**config.mk**
```make
export PLATFORM = sky130hd
export DESIGN_NAME = video_capture_timing
export DESIGN_NICKNAME = d
export VERILOG_FILES = /design/src/rtl/vcap_pkg.sv /design/src/rtl/sync_edge_det.sv /design/src/rtl/video_capture_timing.sv
export SDC_FILE = /design/constraint.sdc
export NUM_CORES = 1
export LEC_CHECK = 0
export BUFFER_PORTS_ARGS = -buffer_cell sky130_fd_sc_hd__buf_2
export CORE_MARGIN = 3
export CORE_UTILIZATION = 30
export CTS_CLUSTER_SIZE = 30
export DETAILED_ROUTE_END_ITERATION = 16
export HOLD_SLACK_MARGIN = 0.06
export PLACE_DENSITY = 0.56
export REMOVE_ABC_BUFFERS = 1
export SYNTH_ARGS = -nofsm -noshare
export SYNTH_HDL_FRONTEND = slang
export SYNTH_SLANG_ARGS = --single-unit
```
**constraint.sdc**
```tcl
create_clock -name clk_llc2 -period 2.7 [get_ports clk_llc2]
set_clock_uncertainty 0.05 [all_clocks]
set_input_delay 0.135 -clock clk_llc2 [delete_from_list [all_inputs] [get_ports clk_llc2]]
set_output_delay 0.135 -clock clk_llc2 [all_outputs]
set_load 0.05 [all_outputs]
```
**src/rtl/vcap_pkg.sv**
```systemverilog
// Shared constants, FSM encoding and pixel payload type for the video capture front end.
package vcap_pkg;

    localparam int unsigned H_ACTIVE = 720;
    localparam int unsigned V_ACTIVE = 240;
    localparam int unsigned H_DECIM  = 4;
    localparam int unsigned V_DECIM  = 2;
    localparam int unsigned OUT_W    = H_ACTIVE / H_DECIM;
    localparam int unsigned OUT_H    = V_ACTIVE / V_DECIM;
    localparam int unsigned IDX_W    = 15;

    localparam logic [15:0] BANK1_BASE = 16'h8000;

    typedef enum logic {
        ST_IDLE = 1'b0,
        ST_ARM  = 1'b1
    } vcap_state_e;

    typedef struct packed {
        logic [7:0] y;
        logic [7:0] cb;
        logic [7:0] cr;
    } ycc_t;

endpackage

```
**src/rtl/sync_edge_det.sv**
```systemverilog
// Two-flop delay line with rise/fall detection; edges are suppressed until both
// flops hold real samples so a level already high at reset release is not an edge.
module sync_edge_det (
    input  logic clk_llc2,
    input  logic resetx,
    input  logic din,
    output logic lvl,
    output logic rise,
    output logic fall
);

    logic       s1;
    logic       s2;
    logic [1:0] seeded;

    always_ff @(posedge clk_llc2 or negedge resetx) begin
        if (!resetx) begin
            s1     <= 1'b0;
            s2     <= 1'b0;
            seeded <= 2'b00;
        end else begin
            s1     <= din;
            s2     <= s1;
            seeded <= {seeded[0], 1'b1};
        end
    end

    assign lvl  = s1;
    assign rise = seeded[1] & s1 & ~s2;
    assign fall = seeded[1] & ~s1 & s2;

endmodule

```
**src/rtl/video_capture_timing.sv**
```systemverilog
// Odd-field capture front end: registers the decoder port, decimates active video and
// emits {Y,Cb,Cr} triples with ping-pong frame-RAM word addresses.
module video_capture_timing
    import vcap_pkg::*;
#(
    parameter int unsigned H_ACT = H_ACTIVE,
    parameter int unsigned V_ACT = V_ACTIVE,
    parameter int unsigned H_DEC = H_DECIM,
    parameter int unsigned V_DEC = V_DECIM
) (
    input  logic        clk_llc2,
    input  logic        resetx,
    input  logic        vref,
    input  logic        href,
    input  logic        odd,
    input  logic [15:0] vpo,
    output logic        pix_valid,
    output logic [7:0]  pix_y,
    output logic [7:0]  pix_cb,
    output logic [7:0]  pix_cr,
    output logic [15:0] pix_addr,
    output logic        bank,
    output logic        frame_done,
    output logic        field_err
);

    localparam int unsigned PX_W    = $clog2(H_ACT + 1);
    localparam int unsigned LN_W    = $clog2(V_ACT + 2);
    localparam int unsigned IDX_MAX = (H_ACT / H_DEC) * (V_ACT / V_DEC) - 1;

    vcap_state_e      state_q, state_n;
    logic [15:0]      vpo_r, vpo_d;
    logic             odd_r;
    logic             vref_lvl, vref_rise, vref_fall;
    logic             href_lvl, href_rise, href_fall, href_d;
    logic [PX_W-1:0]  px_cnt, px_phase;
    logic [LN_W-1:0]  line_cnt;
    logic [IDX_W-1:0] idx;
    logic [7:0]       y_hold, cb_hold;
    ycc_t             pix_q;
    logic             arm_enter, field_end, field_ok, line_kept, pix_act, latch_even, emit;

    sync_edge_det u_vref_det (
        .clk_llc2 (clk_llc2),
        .resetx   (resetx),
        .din      (vref),
        .lvl      (vref_lvl),
        .rise     (vref_rise),
        .fall     (vref_fall)
    );

    sync_edge_det u_href_det (
        .clk_llc2 (clk_llc2),
        .resetx   (resetx),
        .din      (href),
        .lvl      (href_lvl),
        .rise     (href_rise),
        .fall     (href_fall)
    );

    // Pixel data is processed one stage behind the edge detectors, aligned with href_d.
    always_ff @(posedge clk_llc2 or negedge resetx) begin
        if (!resetx) begin
            vpo_r <= '0;
            vpo_d <= '0;
            odd_r <= 1'b0;
        end else begin
            vpo_r <= vpo;
            vpo_d <= vpo_r;
            odd_r <= odd;
        end
    end

    // Delayed href level recovered from the detector outputs.
    assign href_d = (href_lvl & ~href_rise) | href_fall;

    always_ff @(posedge clk_llc2 or negedge resetx) begin
        if (!resetx) state_q <= ST_IDLE;
        else         state_q <= state_n;
    end

    always_comb begin
        state_n   = state_q;
        arm_enter = 1'b0;
        field_end = 1'b0;
        unique case (state_q)
            ST_IDLE: if (vref_rise && odd_r) begin
                state_n   = ST_ARM;
                arm_enter = 1'b1;
            end
            ST_ARM: if (vref_fall) begin
                state_n   = ST_IDLE;
                field_end = 1'b1;
            end
        endcase
        px_phase   = px_cnt % PX_W'(H_DEC);
        field_ok   = (line_cnt == LN_W'(V_ACT));
        line_kept  = ((line_cnt % LN_W'(V_DEC)) == '0) && (line_cnt < LN_W'(V_ACT));
        // vref_lvl drops on the field-end edge, so a coinciding emit is suppressed.
        pix_act    = (state_q == ST_ARM) && vref_lvl && href_d && line_kept
                     && (px_cnt < PX_W'(H_ACT));
        latch_even = pix_act && (px_phase == '0);
        emit       = pix_act && (px_phase == PX_W'(1));
    end

    always_ff @(posedge clk_llc2 or negedge resetx) begin
        if (!resetx) begin
            px_cnt   <= '0;
            line_cnt <= '0;
            idx      <= '0;
            y_hold   <= '0;
            cb_hold  <= '0;
        end else if (arm_enter) begin
            px_cnt   <= '0;
            line_cnt <= '0;
            idx      <= '0;
        end else if (state_q == ST_ARM) begin
            if (href_rise)
                px_cnt <= '0;
            else if (href_d && (px_cnt < PX_W'(H_ACT)))
                px_cnt <= px_cnt + PX_W'(1);
            if (href_fall && (line_cnt < LN_W'(V_ACT + 1)))
                line_cnt <= line_cnt + LN_W'(1);
            if (emit && (idx < IDX_W'(IDX_MAX)))
                idx <= idx + IDX_W'(1);
            if (latch_even) begin
                y_hold  <= vpo_d[15:8];
                cb_hold <= vpo_d[7:0];
            end
        end
    end

    always_ff @(posedge clk_llc2 or negedge resetx) begin
        if (!resetx) begin
            pix_valid  <= 1'b0;
            pix_q      <= '0;
            pix_addr   <= '0;
            bank       <= 1'b0;
            frame_done <= 1'b0;
            field_err  <= 1'b0;
        end else begin
            pix_valid  <= emit;
            frame_done <= field_end && field_ok;
            field_err  <= field_end && !field_ok;
            if (emit) begin
                pix_q    <= '{y: y_hold, cb: cb_hold, cr: vpo_d[7:0]};
                pix_addr <= (bank ? BANK1_BASE : 16'h0000) | {1'b0, idx};
            end
            if (field_end && field_ok)
                bank <= ~bank;
        end
    end

    assign pix_y  = pix_q.y;
    assign pix_cb = pix_q.cb;
    assign pix_cr = pix_q.cr;

endmodule

```
Word level (Yosys, flattened, before mapping) --
Index checks and enable logic that the tools add are counted.
Operators by class: $add $sub $neg 3, order comparisons 4, equality and inequality tests 2, mux-type cells 17, bitwise operators 19, reduce and logical (&&, ||, !) cells 24
Operator list (count):
- $mux W15 | 3
- $mux W10 | 4
- $mux W8 | 3
- $lt A8 B8 Y1 const B | 2
- $mux W16 | 1
- $or A16 B15 Y16 | 1
- $add A15 B1 Y15 const B | 1
- $lt A15 B15 Y1 const B | 1
- $logic_and A1 B1 Y1 | 13
- $add A10 B1 Y10 const B | 1
- $logic_not A10 Y1 | 1
- $lt A10 B10 Y1 const B | 1
- $and A1 B1 Y1 | 9
- $add A8 B1 Y8 const B | 1
- $eq A8 B8 Y1 const B | 1
- $logic_not A8 Y1 | 1
- $not A1 Y1 | 8
- $reduce_and A2 Y1 | 3
- $reduce_bool A2 Y1 | 3
- $mux W1 | 5
- $reduce_and A3 Y1 | 1
- $reduce_bool A3 Y1 | 1
- $eq A2 B1 Y1 const B | 1
- $pmux W1 S2 | 1
- other kinds (2) | 2
Storage, ports and cells: flip-flop bits (word level) 135, bits of input ports 21, output and inout bits 44, logic and storage cells 92

Logic depth before layout (Yosys ltp) --
depth after elaboration 13, depth in mapped cells 8, gate-level depth less buffers 7

Modules after synthesis --
A second synthesis with hierarchy kept.
Unflattened totals: cell total of the unflattened synthesis 390, area total of the unflattened synthesis 5340.1 µm²
Modules (own cells, without submodules):
- video_capture_timing | times used 1, cells an instance 376, area an instance 5097.4 µm², sequential area each 3178.0 µm²
- sync_edge_det | times used 2, cells an instance 7, area an instance 121.4 µm², sequential area each 100.1 µm²

Worst setup path after synthesis --
OpenSTA, ideal clock, no wires.
kind reg2reg, start register line_cnt[4], end register idx[10], setup time 0.126 ns, arrival time 1.879 ns, data required time 2.524 ns, slack 0.645 ns, stages on the path, launching flop included 8, path buffers 2, period minus slack after synthesis 2.055 ns, path through dfrtp_1 and4_1 buf_2 a2111oi_2 and2_1 a21oi_1 buf_2 a221o_1
Between the ends: cells in the longest elaborated chain, start to end 8
RTL lines:
- start: declaration | RTL line video_capture_timing.sv:37 | logic [LN_W-1:0] line_cnt;
- start signal: assignment | RTL line video_capture_timing.sv:123 | line_cnt <= line_cnt + LN_W'(1);
- $lt A8 B8 Y1 | RTL line video_capture_timing.sv:98 | line_kept = ((line_cnt % LN_W'(V_DEC)) == '0) && (line_cnt < LN_W'(V_ACT));
- $logic_and A1 B1 Y1 | RTL line video_capture_timing.sv:98
- $logic_and A1 B1 Y1 | RTL line video_capture_timing.sv:100 | pix_act = (state_q == ST_ARM) && vref_lvl && href_d && line_kept
- $logic_and A1 B1 Y1 | RTL line video_capture_timing.sv:101 | && (px_cnt < PX_W'(H_ACT));
- $logic_and A1 B1 Y1 | RTL line video_capture_timing.sv:103 | emit = pix_act && (px_phase == PX_W'(1));
- $logic_and A1 B1 Y1 | RTL line video_capture_timing.sv:124 | if (emit && (idx < IDX_W'(IDX_MAX)))
- $reduce_bool A2 Y1 (no line)
- $reduce_and A2 Y1 (no line)
- end signal: assignment | RTL line video_capture_timing.sv:125 | idx <= idx + IDX_W'(1);
- end: declaration | RTL line video_capture_timing.sv:38 | logic [IDX_W-1:0] idx;
No other way between the ends. A chain may end at the register's enable or synchronous reset.

Worst setup path in the final report --
start register px_cnt[4], end register cb_hold[1]
Between the ends: cells in the longest elaborated chain, start to end 4
RTL lines:
- start: declaration | RTL line video_capture_timing.sv:36 | logic [PX_W-1:0] px_cnt, px_phase;
- start signal: assignment | RTL line video_capture_timing.sv:121 | px_cnt <= px_cnt + PX_W'(1);
- $lt A10 B10 Y1 | RTL line video_capture_timing.sv:101
- $logic_and A1 B1 Y1 | RTL line video_capture_timing.sv:101
- $logic_and A1 B1 Y1 | RTL line video_capture_timing.sv:102 | latch_even = pix_act && (px_phase == '0);
- $reduce_and A3 Y1 (no line)
- end signal: assignment | RTL line video_capture_timing.sv:128 | cb_hold <= vpo_d[7:0];
- end: declaration | RTL line video_capture_timing.sv:39 | logic [7:0] y_hold, cb_hold;
No other way between the ends.

==> metrics.md <==
| Metric | Value |
|---|---|
| Status | `finished, final reports clean` |
| Clock slew seen by the registers of the worst setup and hold paths | `0.06 ns` |
| Rel. slew slack | `46.8%` |
| Post-DP HPWL | `6.94 mm` |
| Yosys cell types | `47` |
| Final Max Slew Viols | `0` |
| CTS HTree Levels | `4` |
| First-pass GRT wire length | `17.0 mm` |
| Die area | `19,000 um2` |
| DRT Wirelength | `10.3 mm` |
| Share of the yosys chip area belonging to registers | `64.0%` |
| Grt ovf | `0` |
| DRT iter0 DRCs | `208` |
| Pre-antenna DRT Iters | `4` |
| #FFs+latches synth | `133` |
| Initial antenna violation count | `0` |
| Clk_lat worst skew | `0.42 ns` |
| Largest net degree at the start of global routing | `88` |
| Largest family of logic cells by synthesized area | `multiplexers` |
| Vias/cell | `4.71` |
| Total global-route track usage | `11.6%` |
| TNS Setup | `0 ns` |
| RePlAce Congestion | `0.803` |
| Mux share of post-synthesis cell area | `12.6%` |
| Post-synthesis cell count | `391` |
| Final ANT Viol Nets | `0` |
| Worst Setup End Kind | `flop` |
| Initial Utilization | `31.0%` |
| TritonCTS clock tree | `yes` |
| Number of port buffers | `64` |
| Root Driver | `clkbuf_16` |
| Vias in the first global route | `3,513` |
| Crit Path Category | `flop to flop` |
| Core area | `16,800 um2` |
| Num CTS Buffers | `17` |
| Die W | `138 um` |
| Via count | `3,406` |
| Power per Cell Area | `960 nW/um2` |
| Post-synthesis xor/xnor area fraction | `1.85%` |
| Synthesized cell area | `5200 um2` |
| Critical path data required time | `2.94 ns` |
| Unrepaired setup endpoints after global routing | `false` |
| Most common cell after layout, fill and taps aside | `dfrtp_1` |
| Startpoint types | `flop` |
| Fin worst setup slack | `0.390 ns` |
| Worst hold stages | `0` |
| Final worst path period need | `2.31 ns` |
| Post-synthesis compound-gate area fraction | `6.11%` |
| WP data arrival | `2.55 ns` |
| DRC viols | `0` |
| Actual slew at the worst max-slew pin | `0.798 ns` |
| Post-CTS setup buffer count | `0` |
| Syn. warnings | `0` |
| Syn Area/Cell | `13.3 um2` |
| Top Ports | `65` |
| Average routed wire per standard cell | `14.3 um` |
| Worst r2r path cells | `5` |
| Hold Slack | `0.297 ns` |
| Leak | `3.19 nW` |
| Area Overhead vs Synth | `27.1%` |
| Antenna Diode Count | `0` |
| Commonest cells after routing, fill and taps aside | `dfrtp_1, buf_2, mux2_2` |
| Die height | `138 um` |
| Simple-gate share of the synthesized area | `12.1%` |
| Number of buffers on the longest clock path | `2` |
| DP Worst Slack | `0.0495 ns` |
| Fmax | `433 MHz` |
| Final setup viols | `0` |
| Tcrit/Tclk final | `85.6%` |
| Max-cap violation count | `0` |
| Fin. Hold Viols | `0` |
| Clk sinks | `133` |
| Ratio of cells with drive above 1 in the final layout | `34.6%` |
| Placement Rows | `47` |
| Net total in the final layout | `517` |
| Crit-path max FO | `16` |
| Synth Area in Adders | `1.44%` |
| Worst min path class | `flop to flop` |
| IR drop worst, VDD | `725 uV` |
## per-layer routing
layer  up-vias  routed length [um]  global-route usage, %
met2        77                5170                   18.8
met4         0                 145                   5.43
li1       1609                   -                      -
met3        11                 533                   3.65
met1      1709                4500                   14.2
met5         -                   0                      0
## power by group
| group | leakage [nW] | switching (W) | internal (W) |
|---|---|---|---|
| registers | 1.70 | 0.000235 | 0.00237 |
| clock network | 0.282 | 0.000877 | 0.00136 |
| logic | 1.20 | 0.000992 | 0.000506 |
| total | 3.19 | 0.00210 | 0.00424 |
## final cells by class
type,instances,area (um2)
clock buffers,17,425
clock inverters,15,154
fillers,1597,10100
inverters,7,26.3
multi-input cells,236,1780
flip-flops and latches,133,3330
well taps,220,275
repair buffers,95,622
## what timing repair did
action	in CTS	in global routing
hold buffers	20	0
hold endpoints to repair	105	0
resized for setup	0	1
endpoints found under the setup margin	0	11
## cell usage after synthesis (all sizes together)
| cell | n | share of area, % |
|---|---|---|
| dfrtp | 133 | 64 |
| mux2 | 58 | 13 |
| nor2 | 30 | 2.2 |
| nand2 | 27 | 2.0 |
| nor3 | 14 | 1.3 |
| nand3 | 12 | 1.3 |
| a21oi | 9 | 0.87 |
| a221o | 9 | 1.7 |
| buf | 9 | 0.99 |
| and3 | 7 | 0.84 |
| inv | 7 | 0.51 |
| nand4 | 7 | 0.84 |
| clkbuf | 6 | 0.43 |
| ha | 6 | 1.4 |
| xor2 | 6 | 1.0 |
| and2 | 5 | 0.60 |
| and4 | 5 | 0.84 |
| xnor2 | 5 | 0.84 |
| a41oi | 3 | 0.51 |
| nand4b | 3 | 0.51 |
| o31ai | 3 | 0.43 |
| a2111oi | 2 | 0.46 |
| a21o | 2 | 0.29 |
| a31oi | 2 | 0.24 |
| nor4 | 2 | 0.36 |
| or3 | 2 | 0.24 |
| or4 | 2 | 0.29 |
| a211o | 1 | 0.17 |
| a211oi | 1 | 0.14 |
| a2bb2oi | 1 | 0.17 |
| a311oi | 1 | 0.29 |
| a31o | 1 | 0.17 |
| and4b | 1 | 0.19 |
| conb | 1 | 0.072 |
| nor2b | 1 | 0.12 |
| nor3b | 1 | 0.14 |
| nor4b | 1 | 0.17 |
| o2111a | 1 | 0.22 |
| o2111ai | 1 | 0.17 |
| o21ai | 1 | 0.096 |
| o32ai | 1 | 0.17 |
| or3b | 1 | 0.17 |
## kinds of logic (layout without fill, tap and decap cells)
kind of cell | count (synthesis) | after routing
flip-flops | 133 | 133
other | 1 | 1
AND/OR/NAND/NOR | 121 | 121
buffers and inverters | 22 | 134
adder cells (fa/ha/maj) | 6 | 6
XOR/XNOR | 11 | 11
AO/OA/AOI/OAI | 39 | 39
multiplexers | 58 | 58
## final timing paths
kind,startpoint,to,slack [ns]
setup / recovery,px_cnt[4]$_DFFE_PN0P_,cb_hold[1]$_DFFE_PN0P_,0.39
hold / removal,vpo_r[9]$_DFF_PN0_,vpo_d[9]$_DFF_PN0_,0.30
setup reg to reg,px_cnt[4]$_DFFE_PN0P_,cb_hold[1]$_DFFE_PN0P_,0.39
hold reg to reg,vpo_r[9]$_DFF_PN0_,vpo_d[9]$_DFF_PN0_,0.30
max in group asynchronous,resetx,vpo_d[8]$_DFF_PN0_,1.57
min in group asynchronous,resetx,pix_addr[4]$_DFFE_PN0P_,0.31
## worst max-delay path, cell delays in order, from the launching register on
cell       delay, ns
dfrtp_1         0.41
o2111ai_1       0.29
nand3_2         0.27
nor4_2          0.43
nand2_2         0.36
mux2_2          0.38
## sequential cells by signal (all words and copies together) (netlist names), 10 cells and up
name and flops:
pix_addr 16, vpo_d 16, px_cnt 10, vpo_r 16
idx 15
## stage by stage
step | cells | util [%] | area (um2) | total power (W)
3_5_place_dp | 671 | 34.8 | 5830 | 0.00415
5_1_grt | 723 | 39.5 | 6610 | 0.00666
6_report | 723 | 39.5 | 6610 | 0.00635
4_1_cts | 723 | 39.4 | 6610 | 0.00644
2_1_floorplan | 376 | - | 5130 | 0.00372
3_3_place_gp | 671 | 34.8 | 5830 | 0.00409
No activity file was read; power rests on OpenSTA's default activity.
